## config.mk

```make
export PLATFORM = sky130hd
export DESIGN_NAME = operand_queue
export DESIGN_NICKNAME = d
export VERILOG_FILES = /design/src/rtl/operand_queue.sv
export SDC_FILE = /design/constraint.sdc
export NUM_CORES = 1
export LEC_CHECK = 0
export CORE_ASPECT_RATIO = 0.5
export CORE_MARGIN = 5
export CORE_UTILIZATION = 51
export CTS_CLUSTER_SIZE = 24
export DETAILED_ROUTE_END_ITERATION = 12
export PLACE_DENSITY = 0.85
export SLEW_MARGIN = 20
export SYNTH_ARGS = -nofsm -noshare
export SYNTH_HDL_FRONTEND = slang
export SYNTH_SLANG_ARGS = --single-unit
```

## constraint.sdc

```tcl
create_clock -name clk -period 4.16 [get_ports clk]
set_input_delay 0.832 -clock clk [delete_from_list [all_inputs] [get_ports clk]]
set_output_delay 0.832 -clock clk [all_outputs]
set_load 0.02 [all_outputs]
```

## src/rtl/operand_queue.sv

```systemverilog
// Forms SPARC operand N from R/Imm/IS and queues it with a tag; OPERAND_QUEUE_ILLEGAL_EN keeps IS[3] per entry.
// Latency: an entry pushed at edge t is visible on out_* after edge t when the queue was empty.
// Backpressure: in_ready = !full (no pass-through on pop when full); out_valid = !empty.
module operand_queue #(
   parameter int DW    = 32,
   parameter int IMM_W = 22,
   parameter int DEPTH = 2,
   parameter int TAG_W = 5
) (
   input  logic                       clk,
   input  logic                       reset,
   input  logic                       in_valid,
   output logic                       in_ready,
   input  logic [DW-1:0]              R,
   input  logic [IMM_W-1:0]           Imm,
   input  logic [3:0]                 IS,
   input  logic [TAG_W-1:0]           in_tag,
   output logic                       out_valid,
   input  logic                       out_ready,
   output logic [DW-1:0]              out_n,
   output logic [TAG_W-1:0]           out_tag,
   output logic                       out_illegal,
   output logic [$clog2(DEPTH):0]     level
);

   localparam int AW = $clog2(DEPTH);
   localparam int LW = AW + 1;

   typedef struct packed {
`ifdef OPERAND_QUEUE_ILLEGAL_EN
      logic             illegal;
`endif
      logic [TAG_W-1:0] tag;
      logic [DW-1:0]    n;
   } entry_t;

   entry_t          mem_q [DEPTH];
   entry_t          entry_d;
   entry_t          head;
   logic [AW-1:0]   wr_ptr_q, wr_ptr_d;
   logic [AW-1:0]   rd_ptr_q, rd_ptr_d;
   logic [LW-1:0]   level_q, level_d;
   logic [DW-1:0]   n_d;
   logic            full, empty, push, pop;

   // Immediate fields widened to DW before any shift so high bits fall off at DW.
   logic [DW-1:0]   sext13, sext11, sext10, sext22, zext22;
   assign sext13 = DW'($signed(Imm[12:0]));
   assign sext11 = DW'($signed(Imm[10:0]));
   assign sext10 = DW'($signed(Imm[9:0]));
   assign sext22 = DW'($signed(Imm[21:0]));
   assign zext22 = DW'(Imm[21:0]);

   always_comb begin
      n_d = '0;
      case (IS)
         4'b0000: n_d = R;
         4'b0001: n_d = sext13;
         4'b0010: n_d = zext22 << 10;
         4'b0011: n_d = sext22 << 2;
         4'b0100: n_d = DW'(R[4:0]);
         4'b0101: n_d = DW'(Imm[4:0]);
         4'b0110: n_d = sext11;
         4'b0111: n_d = sext10;
         default: n_d = '0;
      endcase
   end

   always_comb begin
      entry_d     = '0;
      entry_d.n   = n_d;
      entry_d.tag = in_tag;
`ifdef OPERAND_QUEUE_ILLEGAL_EN
      entry_d.illegal = IS[3];
`endif
   end

   assign full      = (level_q == LW'(DEPTH));
   assign empty     = (level_q == '0);
   assign in_ready  = !full;
   assign out_valid = !empty;
   assign push      = in_valid & in_ready;
   assign pop       = out_valid & out_ready;

   always_comb begin
      wr_ptr_d = wr_ptr_q;
      rd_ptr_d = rd_ptr_q;
      level_d  = level_q;
      if (push) wr_ptr_d = wr_ptr_q + AW'(1);
      if (pop)  rd_ptr_d = rd_ptr_q + AW'(1);
      case ({push, pop})
         2'b10:   level_d = level_q + LW'(1);
         2'b01:   level_d = level_q - LW'(1);
         default: level_d = level_q;
      endcase
   end

   always_ff @(posedge clk or posedge reset) begin
      if (reset) begin
         wr_ptr_q <= '0;
         rd_ptr_q <= '0;
         level_q  <= '0;
      end else begin
         wr_ptr_q <= wr_ptr_d;
         rd_ptr_q <= rd_ptr_d;
         level_q  <= level_d;
      end
   end

   // Payload storage is not reset; the empty mask on the outputs hides stale data.
   always_ff @(posedge clk) begin
      if (push) mem_q[wr_ptr_q] <= entry_d;
   end

   assign head    = mem_q[rd_ptr_q];
   assign out_n   = out_valid ? head.n   : '0;
   assign out_tag = out_valid ? head.tag : '0;
   assign level   = level_q;

`ifdef OPERAND_QUEUE_ILLEGAL_EN
   assign out_illegal = out_valid & head.illegal;
`else
   assign out_illegal = 1'b0;
`endif

endmodule

```

# == After elaboration in Yosys (flattened, before gate mapping) ==
# Memories as Yosys holds them, arrays and structs flattened.
# Cells that the tools add are included.
# word_totals
register_bits,4
mem_bits_rw,74
inputBits,67
mem_count,1
# mem_list
name,words,width,rd,rd_clocked_by_memory_dff,wr,line_no,source
mem_q,2,37,1,0,1,37,entry_t mem_q [DEPTH];
# op_classes
addsub,4
eq_ne,10
mux,6
bitwise_logic,2
reduce_logical,5
# op_table
operator,count
$pmux 32 s8,1
$mux 32,1
$eq 4x3->1 const B,4
$eq 4x2->1 const B,2
$mux 5,1
$eq 2x2->1 const B,2
$eq 4x1->1 const B,1
$logic_not 4->1,1
$pmux 2 s2,1
$add 1x1->1 const B,2
$add 2x1->2 const B,1
$and 1x1->1,2
$eq 2x1->1 const B,1
$logic_not 1->1,2
$logic_not 2->1,1
$mux 1,2
$reduce_bool 2->1,1
$sub 2x1->2 const B,1

# == Longest topological paths before layout ==
# depth
depth_word,5
mapped_depth,7
depth_no_buf,7

# == Least setup slack after synthesis ==
# OpenSTA, ideal clock, no wires.
# synth_timing
kind,flip-flop to flip-flop
start,"register level_q[0], in the netlist level[0]"
end,"memory mem_q[0][0] in the netlist's numbering, enable pin"
t_arrival_ns,2.525
setup_slack_ns,1.203
path_stages_with_launch,4
path_buffers,0
cell_sequence,dfrtp_1 nand2b_1 nand2_1 nor2_1
# synth_between
elab_chain_len,5
# synth_lines
element,line_no,source
"start, declared",42,"logic [LW-1:0] level_q, level_d;"
"start signal, assigned",106,level_q <= level_d;
$eq 2x2->1,78,assign full = (level_q == LW'(DEPTH));
$logic_not 1->1,80,assign in_ready = !full;
named net in_ready,13,"output logic in_ready,"
$and 1x1->1,82,assign push = in_valid & in_ready;
$mux 1,112,if (push) mem_q[wr_ptr_q] <= entry_d;
$mux 1 (not written as such),112,
"end, declared",37,
# The timed path passes the listed nets, and every way through them passes these cells.

# == Worst setup path after layout ==
# layout_timing
start,register rd_ptr_q
end,output port out_n[7]
# layout_between
elab_chain_len,2
# layout_lines
element,line_no,source
"start, declared",41,"logic [AW-1:0] rd_ptr_q, rd_ptr_d;"
"start signal, assigned",105,rd_ptr_q <= rd_ptr_d;
$mem_v2 2x37,n/a,
$mux 32,116,assign out_n = out_valid ? head.n : '0;
"end, declared",20,"output logic [DW-1:0] out_n,"
# Every way passes these cells.

==> run_results.csv <==
group,metric,value,unit
finish,fin_cells,489,
place,placed_cells,472,
power_and_ir_drop,p_comb_share,43.3,%
power_and_ir_drop,clockPowerShare,23.6,%
power_and_ir_drop,switching_share,34.58,%
synth,synthFlopType,"edfxtp_1",
clock_network,clock_latency,0.34,ns
worst_hold_path,worstHoldPathType,"reg2reg",
setup_path,endpoint_kind,"primary output",
clock_network,cts_tree,"built",
worst_hold_path,hp-start,"wr_ptr_q$_DFFE_PP0P_",
sta,period_share,69.74,%
sta,worst_slew_pin_slew,0.8933,ns
setup_path,crit_chain,"buf_4, mux2i_1, nor2_1, clkdlybuf4s50_1",
synth,netlist_area,3759,µm²
routing,num_vias,2801,
sta,slew_violations,0,
power_and_ir_drop,power_frac_seq,33.1,%
sta,fmax,344.7,MHz
setup_path,crit_fanout,16,
sta,maxSlewHeadroom,40.00,%
synth,yosys_warnings,0,
place,postPlaceCellArea,4908,µm²
finish,postLayoutCellArea,5259,µm²
global_route,grt_max_degree,39,
synth,synth-seq-cells,78,
clock_network,cts_buffers,9,
setup_path,reg2reg_setup_slack,2.18,ns
place,pre_cts_slack,1.199,ns
synth,synth_area_per_cell,13.38,µm²
setup_path,slowest_stage,"clkdlybuf4s50_1",
finish,areaGrowthSynthToFinish,39.91,%
sta,setup-tns-final,0,ns
worst_hold_path,min_to,"wr_ptr_q$_DFFE_PP0P_",
sta,fin_ws,1.259,ns
clock_network,clockBufferDepth,2,
synth,synth_edf_count,74,
routing,wl_per_cell,19.89,µm
sta,setup_viol,0,
power_and_ir_drop,irDropWorstVdd,0.3973,mV
sta,skew,0.003499,ns
power_and_ir_drop,p_sw,1229,µW
clock_network,numClockSinks,78,
setup_path,cpPeakStageDelay,0.65,ns
setup_path,cp.required,3.33,ns
setup_path,critPathBufInv,2,
die,fp.dieH,70.71,µm
synth,synth_async_sr_flop_share,5.128,%
global_route,grt_pass1_wl,15.08,mm
die,die_x,131.4,µm
global_route,grt_pass1_vias,2799,
routing,routed_wl,9.727,mm
finish,antenna_cells,0,
synth,synth_cell_types,39,
global_route,grt_use_total,20.95,%
routing,drc_errors,0,
clock_network,cts_max_level,3,
synth,syn-num-nets,349,
routing,drt_iter0_markers,324,
die,ios,109,
finish,layout-drive-gt1-share,8.906,%
clock_network,cts_setup_buffers,0,
synth,yosysTopAreaCellShare,59.12,%
die,start_util,51.92,%
die,coreArea,7239,µm²
setup_path,rr_endpoint,"level[1]$_DFFE_PP0P_",
setup_path,crit_type,"reg2out",
sta,grt_setup_unrepaired,"false",
place,gp_congestion,0.8747,
synth,yosysMostFrequentCell,"edfxtp_1",
setup_path,start_kind,"register",
synth,synth_cells,281,
clock_network,cts_resized,0,
synth,ys_seq_area_share,61.78,%
setup_path,r2r-start,"level[0]$_DFFE_PP0P_",
synth,post-synth-top-area-cell,"edfxtp_1",
place,hpwl,6.653,mm
die,fp.dieArea,9291,µm²
routing,vias_per_cell,5.728,
synth,synthTopCellsByArea,"edfxtp_1 59%, mux2i_1 14%, nor2_1 4.2%",
routing,drtAntennaViolNets,0,
die,rows,22,
synth,synthTopCellsByCount,"74 x edfxtp_1, 53 x mux2i_1, 42 x nor2_1",
sta,finalHoldViolations,0,
routing,dr.pass1.iters,5,
setup_path,cp.arrival,2.07,ns
outcome,status,"finished clean",
global_route,antenna_found_initial,0,
flow_run,cap_viol_max_count,0,
place,port_buffers,107,
clock_network,clock-root-buffer,"clkbuf_16",
finish,nets,456,
power_and_ir_drop,p_int,2325,µW
setup_path,crit_family,"buffers and inverters",
global_route,gr-total-overflow,0,
clock_network,holdBufCountCts,0,
sta,final.min_clock_period,2.901,ns
power_and_ir_drop,power.density,675.9,nW/µm²
power_and_ir_drop,leakage,0.002036,µW
worst_hold_path,hold_depth,1,
clock_network,path_clk_slew,0.06,ns
setup_path,ff2ff_path_depth,8,
## state kept, by name, indices dropped and copies added, names as in the netlist
register  count
mem_q        74
wr_ptr_q      1
level         2
rd_ptr_q      1
## cell families (layout without fill, tap and decap cells)
logic type | count (synthesis) | after routing | share of synthesized area, %
AOI/OAI and AO/OA | 49 | 49 | 9.621
xor gates and xnor gates | 5 | 5 | 1.165
adders and majority gates | 1 | 1 | 0.3328
buffers and inverters | 25 | 137 | 3.329
DFF | 78 | 78 | 61.78
muxes | 58 | 58 | 15.61
other | 1 | 1 | 0.09977
and+or+nand+nor | 64 | 64 | 8.056
## per-layer routing
metal | part of all wire [%] | vias up | routed length, µm | GRT usage, %
met2 | 50 | 134 | 4853 | 35.22
met3 | 7.5 | 15 | 733 | 6.534
met5 | 0 | - | 0 | 0
li1 | - | 1283 | - | -
met1 | 41 | 1369 | 3976 | 26.44
met4 | 1.7 | 0 | 163 | 6.271
## stage by stage
stage          hold slack [ns]  power, µW  util [%]
2_1_floorplan           0.4604       2024         -
3_3_place_gp            0.5166       2678     67.80
3_5_place_dp            0.5367       2707     67.80
4_1_cts                 0.5459       3554     72.26
5_1_grt                 0.5750       3719     72.64
6_report                0.5491       3554     72.64
## how the worst max path moves through the flow
stage | start | to | slack [ns] | depth (start not counted)
floorplan | level[0]$_DFFE_PP0P_ | mem_q[0][0]$_DFFE_PP_ | 1.20 | 3
global placement | IS[1] | mem_q[0][7]$_DFFE_PP_ | 1.31 | 4
detailed placement | IS[1] | mem_q[1][19]$_DFFE_PP_ | 1.20 | 4
CTS | rd_ptr_q$_DFFE_PP0P_ | out_n[17] | 1.25 | 4
global route | rd_ptr_q$_DFFE_PP0P_ | out_n[14] | 1.14 | 4
finish | rd_ptr_q$_DFFE_PP0P_ | out_n[7] | 1.26 | 4
## cell type report
type	instances	area (µm²)
flip-flops and latches	78	2323
fillers	472	1981
multi-input cells	178	1323
repair buffers	114	1144
clock buffers	10	229.0
well taps	96	120.1
clock inverters	6	93.84
inverters	7	26.28
## layout by cell type (no fill, tap or decap), types with 2 or more instances in the layout
cell	count
bufinv_16	2
mux2_2	5
buf_4	6
or3_1	2
clkbuf_16	9
clkdlybuf4s50_1	107
nor2_1	40
a22oi_1	5
dfrtp_1	3
a221o_1	9
xor2_1	2
mux2i_1	53
o21ai_0	19
nand2_1	8
nand2b_1	3
clkinv_4	2
a21o_1	3
inv_1	7
a22o_1	5
edfxtp_1	74
a211o_1	2
xnor2_1	3
## power groups by stage
stage	logic (µW)	registers [µW]	clock network (µW)
6_report	1540	1180	838
5_1_grt	1630	1190	891
4_1_cts	1530	1180	845
3_5_place_dp	1510	1190	0
3_3_place_gp	1500	1180	0
2_1_floorplan	852	1170	0
No activity file was read; power rests on OpenSTA's default activity.
